===== config.mk =====
export PLATFORM = sky130hd
export DESIGN_NAME = alu_exec
export DESIGN_NICKNAME = d
export VERILOG_FILES = /design/src/rtl/alu_pkg.sv /design/src/rtl/alu_exec_mul_seq.sv /design/src/rtl/alu_exec.sv
export SDC_FILE = /design/constraint.sdc
export NUM_CORES = 1
export LEC_CHECK = 0
export ABC_AREA = 1
export CAP_MARGIN = 20
export CORE_MARGIN = 1
export CORE_UTILIZATION = 35
export DETAILED_ROUTE_END_ITERATION = 7
export PLACE_DENSITY = 0.58
export SETUP_SLACK_MARGIN = 0.02
export SLEW_MARGIN = 15
export SYNTH_ARGS = -nofsm -noshare
export SYNTH_HDL_FRONTEND = slang
export SYNTH_SLANG_ARGS = --single-unit

===== constraint.sdc =====
create_clock -name clk -period 5.7 [get_ports clk]
set_input_delay 1.14 -clock clk [delete_from_list [all_inputs] [get_ports clk]]
set_output_delay 1.14 -clock clk [all_outputs]
set_load 0.01 [all_outputs]

===== src/rtl/alu_pkg.sv =====
// Shared constants for the execute stage: opcodes, FSM states, flag bits.
`timescale 1ns/1ps
package alu_pkg;

  localparam logic [3:0] OP_NOP = 4'd0;
  localparam logic [3:0] OP_ADD = 4'd1;
  localparam logic [3:0] OP_SUB = 4'd2;
  localparam logic [3:0] OP_AND = 4'd3;
  localparam logic [3:0] OP_OR  = 4'd4;
  localparam logic [3:0] OP_XOR = 4'd5;
  localparam logic [3:0] OP_NOT = 4'd6;
  localparam logic [3:0] OP_SHL = 4'd7;
  localparam logic [3:0] OP_SHR = 4'd8;
  localparam logic [3:0] OP_MUL = 4'd9;
  localparam logic [3:0] OP_CMP = 4'd10;
  localparam logic [3:0] OP_MOV = 4'd11;

  localparam logic [1:0] ST_IDLE = 2'd0;
  localparam logic [1:0] ST_MUL  = 2'd1;
  localparam logic [1:0] ST_DONE = 2'd2;

  localparam int FLG_ZERO  = 0;
  localparam int FLG_CARRY = 1;
  localparam int FLG_NEG   = 2;

  function automatic logic op_writes(input logic [3:0] op);
    return ((op >= OP_ADD) && (op <= OP_MUL)) || (op == OP_MOV);
  endfunction

endpackage


===== src/rtl/alu_exec_mul_seq.sv =====
// Iterative shift-add multiplier: 16 steps, the first taken on the start edge.
`timescale 1ns/1ps
module mul_seq #(
  parameter int WIDTH = 16
) (
  input  logic               clk,
  input  logic               rst,
  input  logic               start,
  input  logic [WIDTH-1:0]   a,
  input  logic [WIDTH-1:0]   b,
  output logic               done,
  output logic [2*WIDTH-1:0] product,
  output logic [3:0]         step
);

  logic               busy_q, busy_d;
  logic               done_q, done_d;
  logic [3:0]         step_q, step_d;
  logic [2*WIDTH-1:0] mcand_q, mcand_d;
  logic [WIDTH-1:0]   mplier_q, mplier_d;
  logic [2*WIDTH-1:0] prod_q, prod_d;

  always_comb begin
    busy_d   = busy_q;
    done_d   = 1'b0;
    step_d   = step_q;
    mcand_d  = mcand_q;
    mplier_d = mplier_q;
    prod_d   = prod_q;
    if (start) begin
      busy_d   = 1'b1;
      step_d   = 4'd1;
      prod_d   = b[0] ? {{WIDTH{1'b0}}, a} : '0;
      mcand_d  = {{WIDTH{1'b0}}, a} << 1;
      mplier_d = b >> 1;
    end else if (busy_q) begin
      if (mplier_q[0]) prod_d = prod_q + mcand_q;
      mcand_d  = mcand_q << 1;
      mplier_d = mplier_q >> 1;
      step_d   = step_q + 4'd1;
      // step wraps to 0 as the final partial product lands
      if (step_q == 4'd15) begin
        busy_d = 1'b0;
        done_d = 1'b1;
      end
    end
  end

  always_ff @(posedge clk or negedge rst) begin
    if (!rst) begin
      busy_q   <= 1'b0;
      done_q   <= 1'b0;
      step_q   <= '0;
      mcand_q  <= '0;
      mplier_q <= '0;
      prod_q   <= '0;
    end else begin
      busy_q   <= busy_d;
      done_q   <= done_d;
      step_q   <= step_d;
      mcand_q  <= mcand_d;
      mplier_q <= mplier_d;
      prod_q   <= prod_d;
    end
  end

  assign done    = done_q;
  assign product = prod_q;
  assign step    = step_q;

endmodule


===== src/rtl/alu_exec.sv =====
// Execute stage: single-cycle ALU ops plus a 16-step multiplier,
// valid/ready on both sides, all outputs registered.
`timescale 1ns/1ps
module alu_exec
  import alu_pkg::*;
#(
  parameter int WIDTH  = 16,
  parameter int RIDX_W = 6
) (
  input  logic              clk,
  input  logic              rst,
  input  logic              in_valid,
  output logic              in_ready,
  input  logic [3:0]        in_opcode,
  input  logic [WIDTH-1:0]  in_a,
  input  logic [WIDTH-1:0]  in_b,
  input  logic [RIDX_W-1:0] in_dst,
  output logic              out_valid,
  input  logic              out_ready,
  output logic [WIDTH-1:0]  out_result,
  output logic [RIDX_W-1:0] out_dst,
  output logic              out_wr_en,
  output logic [2:0]        out_flags,
  output logic              out_err
);

  logic [1:0]        state_q, state_d;
  logic              rdy_q, rdy_d;
  logic              out_valid_q, out_valid_d;
  logic [WIDTH-1:0]  out_result_q, out_result_d;
  logic [RIDX_W-1:0] out_dst_q, out_dst_d;
  logic              out_wr_en_q, out_wr_en_d;
  logic [2:0]        out_flags_q, out_flags_d;
  logic              out_err_q, out_err_d;

  logic               mul_start;
  logic               mul_done;
  logic [2*WIDTH-1:0] mul_prod;
  logic [3:0]         mul_step;

  logic [WIDTH:0]    ext;
  logic [WIDTH-1:0]  alu_res;
  logic              alu_cy;
  logic              alu_err;
  logic [3:0]        sh;

  mul_seq #(.WIDTH(WIDTH)) u_mul (
    .clk     (clk),
    .rst     (rst),
    .start   (mul_start),
    .a       (in_a),
    .b       (in_b),
    .done    (mul_done),
    .product (mul_prod),
    .step    (mul_step)
  );

  always_comb begin
    ext     = '0;
    alu_res = '0;
    alu_cy  = 1'b0;
    alu_err = 1'b0;
    sh      = in_b[3:0];
    unique case (in_opcode)
      OP_NOP, OP_MUL: ;
      OP_ADD: begin
        ext     = {1'b0, in_a} + {1'b0, in_b};
        alu_res = ext[WIDTH-1:0];
        alu_cy  = ext[WIDTH];
      end
      OP_SUB, OP_CMP: begin
        alu_res = in_a - in_b;
        alu_cy  = (in_a < in_b);
      end
      OP_AND: alu_res = in_a & in_b;
      OP_OR:  alu_res = in_a | in_b;
      OP_XOR: alu_res = in_a ^ in_b;
      OP_NOT: alu_res = ~in_a;
      // extra bit above/below catches the last bit shifted out
      OP_SHL: begin
        ext     = {1'b0, in_a} << sh;
        alu_res = ext[WIDTH-1:0];
        alu_cy  = ext[WIDTH];
      end
      OP_SHR: begin
        ext     = {in_a, 1'b0} >> sh;
        alu_res = ext[WIDTH:1];
        alu_cy  = ext[0];
      end
      OP_MOV: alu_res = in_b;
      default: alu_err = 1'b1;
    endcase
  end

  always_comb begin
    state_d      = state_q;
    out_valid_d  = out_valid_q;
    out_result_d = out_result_q;
    out_dst_d    = out_dst_q;
    out_wr_en_d  = out_wr_en_q;
    out_flags_d  = out_flags_q;
    out_err_d    = out_err_q;
    mul_start    = 1'b0;
    unique case (state_q)
      ST_IDLE: begin
        if (in_valid) begin
          out_dst_d = in_dst;
          if (in_opcode == OP_MUL) begin
            state_d   = ST_MUL;
            mul_start = 1'b1;
          end else begin
            state_d                = ST_DONE;
            out_valid_d            = 1'b1;
            out_result_d           = alu_res;
            out_wr_en_d            = op_writes(in_opcode);
            out_err_d              = alu_err;
            out_flags_d[FLG_NEG]   = alu_res[WIDTH-1];
            out_flags_d[FLG_CARRY] = alu_cy;
            out_flags_d[FLG_ZERO]  = (alu_res == '0);
          end
        end
      end
      ST_MUL: begin
        if (mul_done && (mul_step == 4'd0)) begin
          state_d                = ST_DONE;
          out_valid_d            = 1'b1;
          out_result_d           = mul_prod[WIDTH-1:0];
          out_wr_en_d            = 1'b1;
          out_err_d              = 1'b0;
          out_flags_d[FLG_NEG]   = mul_prod[WIDTH-1];
          out_flags_d[FLG_CARRY] = |mul_prod[2*WIDTH-1:WIDTH];
          out_flags_d[FLG_ZERO]  = (mul_prod[WIDTH-1:0] == '0);
        end
      end
      ST_DONE: begin
        if (out_ready) begin
          state_d     = ST_IDLE;
          out_valid_d = 1'b0;
        end
      end
      default: state_d = ST_IDLE;
    endcase
    rdy_d = (state_d == ST_IDLE);
  end

  always_ff @(posedge clk or negedge rst) begin
    if (!rst) begin
      state_q      <= ST_IDLE;
      rdy_q        <= 1'b1;
      out_valid_q  <= 1'b0;
      out_result_q <= '0;
      out_dst_q    <= '0;
      out_wr_en_q  <= 1'b0;
      out_flags_q  <= '0;
      out_err_q    <= 1'b0;
    end else begin
      state_q      <= state_d;
      rdy_q        <= rdy_d;
      out_valid_q  <= out_valid_d;
      out_result_q <= out_result_d;
      out_dst_q    <= out_dst_d;
      out_wr_en_q  <= out_wr_en_d;
      out_flags_q  <= out_flags_d;
      out_err_q    <= out_err_d;
    end
  end

  assign in_ready   = rdy_q;
  assign out_valid  = out_valid_q;
  assign out_result = out_result_q;
  assign out_dst    = out_dst_q;
  assign out_wr_en  = out_wr_en_q;
  assign out_flags  = out_flags_q;
  assign out_err    = out_err_q;

endmodule

==> results.py <==
metrics = {
    "cts": {
        "cts_setup_buffers": 0,
        "htree_levels": 4,
        "cts_max_path_buffers": 2,
        "ctsResizeCount": 0,
        "cts_hold_buffers": 0,
        "cts.sink_count": 114,
        "clk_pin_slew_worst_paths_ns": 0.06,
        "root_buffer": "clkbuf_16",
        "cts_buffers": 17,
        "tritoncts": "done",
        "clk_latency_ns": 0.42,
    },
    "synthesis": {
        "synthTopCellsByArea": "dfrtp_1 26%, nand2_1 19%, nand3_1 10%",
        "synthesis.nets": 1904,
        "ys_ff_latch": 114,
        "synth-edff-count": 0,
        "avgSynthCellArea_sq_um": 6.16,
        "ys_warn_count": 0,
        "syn-instance-count": 1774,
        "synth_top_area_cell": "dfrtp_1",
        "synth_area_sq_um": 10900,
        "synth_top_area_share_pct": 25.9,
        "synth.yosys.seq_area_share_pct": 26.1,
        "async_flop_share_pct": 100,
        "synth_ff_type": "dfrtp_1",
        "yosysUniqueCellTypes": 45,
    },
    "routing": {
        "via_per_inst": 5.45,
        "vias": 12200,
        "dr.pass1.iters": 8,
        "drtIter0Drc": 1058,
        "avgRoutedWirePerCell_um": 19.7,
        "ant_nets": 0,
        "drc_errors": 0,
        "wirelength_um": 44100,
    },
    "power_and_ir_drop": {
        "seqPwrFrac_pct": 30.7,
        "ir_drop_v": 0.000231,
        "power_frac_comb_pct": 46.4,
        "leakage_nw": 6.55,
        "p_sw_share_pct": 45.2,
        "internal_power_w": 0.00255,
        "clkPwrFrac_pct": 22.8,
        "p_per_area_nw_per_um2": 368,
        "switching_power_w": 0.00210,
    },
    "layout": {
        "drive_gt1_share_pct": 4.23,
        "layout_commonest_cell": "nand2_1",
        "areaGrowthSynthToFinish_pct": 15.5,
        "final_cell_mix": "550 x nand2_1, 225 x nand3_1, 186 x inv_1, 178 x nor2_1, 113 x dfrtp_1",
        "fin_area_sq_um": 12600,
        "fillers": 3290,
        "antenna_cells": 0,
        "final_nets": 1959,
    },
    "placement": {
        "io_buffers": 74,
        "gp_routability_congestion": 0.968,
        "placed_area_sq_um": 12000,
        "hpwl_um": 34700,
    },
    "worst_hold_path": {
        "hp-class": "reg -> reg",
    },
    "global_routing": {
        "grt_use_total_pct": 28.4,
        "grt_first_pass_wirelength_um": 68000,
        "grt_max_degree": 63,
        "antenna_found_initial": 1,
        "grt_pass1_vias": 11700,
        "overflow": 0,
    },
    "worst_setup_path": {
        "critPathKind": "in -> reg",
        "crit_arrival_ns": 4.64,
        "start_kind": "input port",
        "cp.required_ns": 6.04,
        "path_max_fanout": 9,
        "cp-end-kind": "flip-flop",
    },
    "sta": {
        "setup_tns_ns": 0,
        "slew_viol_final": 0,
        "whs_ns": 0.483,
        "max_freq_ghz": 0.233,
        "rsz0062_at_grt": "false",
        "clock_skew_ns": 0.0110,
        "worst_pin_slew_ns": 1.03,
        "finalSetupViolCount": 0,
        "maxSlewHeadroom_pct": 31.4,
        "fin_crit_sh_pct": 75.4,
        "period_minus_slack_ns": 4.30,
        "hold_viol_final": 0,
    },
    "flow_run": {
        "max_cap_viol_count": 0,
    },
    "floorplanning": {
        "start_util_pct": 35.6,
        "rows": 64,
        "core_area_sq_um": 30700,
        "dieWidth_um": 179,
        "die_h_um": 179,
        "io_pins": 75,
        "dieArea_sq_um": 31900,
    },
    "status": {
        "status": "finished clean",
    },
}
## final cells by class
cell class	instances	area, sq um	share of cell area (%)
Clock inverter	14	131	1.04
Inverter	194	731	5.79
Tap cell	396	495	3.92
Sequential cell	114	2850	22.6
Timing Repair Buffer	100	933	7.39
Clock buffer	18	439	3.48
Multi-Input combinational cell	1402	7040	55.8
## cells by family after synthesis
family / after synthesis / synth area share [%]
DFF: 114 / 26.1
AOI/OAI and AO/OA: 300 / 15.5
adders and majority gates: 84 / 9.82
buffers and inverters: 258 / 9.44
xor gates and xnor gates: 10 / 0.801
and+or+nand+nor: 1008 / 38.3
## state kept, by name, summed over array words and instances, names as in the netlist
signal          cells
state_q             2
out_flags           2
u_mul.product      32
u_mul.step          4
u_mul.busy_q        1
out_valid           1
out_dst             6
in_ready            1
u_mul.mplier_q     15
out_wr_en           1
u_mul.mcand_q      31
u_mul.done          1
out_result         16
out_err             1
## power groups by stage
stage / Clock (W) / Sequential (W) / Combinational, W
4_1_cts: 0.00107 / 0.00143 / 0.00215
6_report: 0.00106 / 0.00143 / 0.00216
3_3_place_gp: 0 / 0.00143 / 0.00212
5_1_grt: 0.00111 / 0.00147 / 0.00243
2_1_floorplan: 0 / 0.00136 / 0.00141
3_5_place_dp: 0 / 0.00144 / 0.00214
## synthesized netlist by cell type (4+ instances only)
library cell	n
o21ai_0	105
buf_1	4
nand4_1	11
inv_2	7
nor4_1	7
nor2_1	178
a21boi_0	4
nand2_2	6
buf_2	25
a21o_1	10
xor2_1	8
a31oi_1	11
a21oi_1	107
o21ai_1	11
o221ai_1	11
ha_1	81
nor3_1	19
nand3_1	225
o211ai_1	23
nand2_1	550
dfrtp_1	113
clkbuf_1	30
inv_1	186
## path summary, 6_finish.rpt
path / slack, ns / start / to / cells after the start
worst max-delay path: 1.40 / in_b[3] / out_flags[0]$_DFFE_PN0P_ / 15
worst min-delay path: 0.48 / out_dst[3]$_DFFE_PN0P_ / out_dst[3]$_DFFE_PN0P_ / 2
worst max register to register: 2.80 / u_mul.product[1]$_DFFE_PN0P_ / u_mul.product[25]$_DFFE_PN0P_ / 15
worst min register to register: 0.48 / out_dst[3]$_DFFE_PN0P_ / out_dst[3]$_DFFE_PN0P_ / 2
max in group asynchronous: 3.58 / rst / out_result[5]$_DFFE_PN0P_ / 2
min in group asynchronous: 0.78 / rst / u_mul.product[25]$_DFFE_PN0P_ / 1
## layer usage
layer	routed length [um]	vias up	GRT usage (%)
li1	-	5943	-
met1	19500	5692	38.1
met2	19900	468	45.7
met3	2810	90	3.65
met4	1850	2	12.0
met5	13	-	0
## critical path: stages
cell	delay, ns
clkdlybuf4s50_1	0.69
inv_1	0.25
ha_1	0.49
inv_1	0.20
nand2_1	0.09
nand2_1	0.07
nand2_1	0.06
nand3_1	0.16
o21ai_0	0.19
nor2_1	0.07
nor3_1	0.64
nand3_1	0.18
nor2_1	0.16
nand3_1	0.10
a21oi_1	0.14
## metrics by stage
stage / total power, W / setup slack [ns] / cells / util (%)
finish: 0.00465 / 1.40 / 2238 / 41.2
detailed placement: 0.00357 / 1.05 / 2205 / 39.3
global route: 0.00500 / 1.22 / 2238 / 41.2
floorplan: 0.00277 / 2.50 / 1774 / -
CTS: 0.00465 / 1.48 / 2237 / 41.1
global placement: 0.00355 / 1.05 / 2205 / 39.3
(Power assumes the default switching activity.)
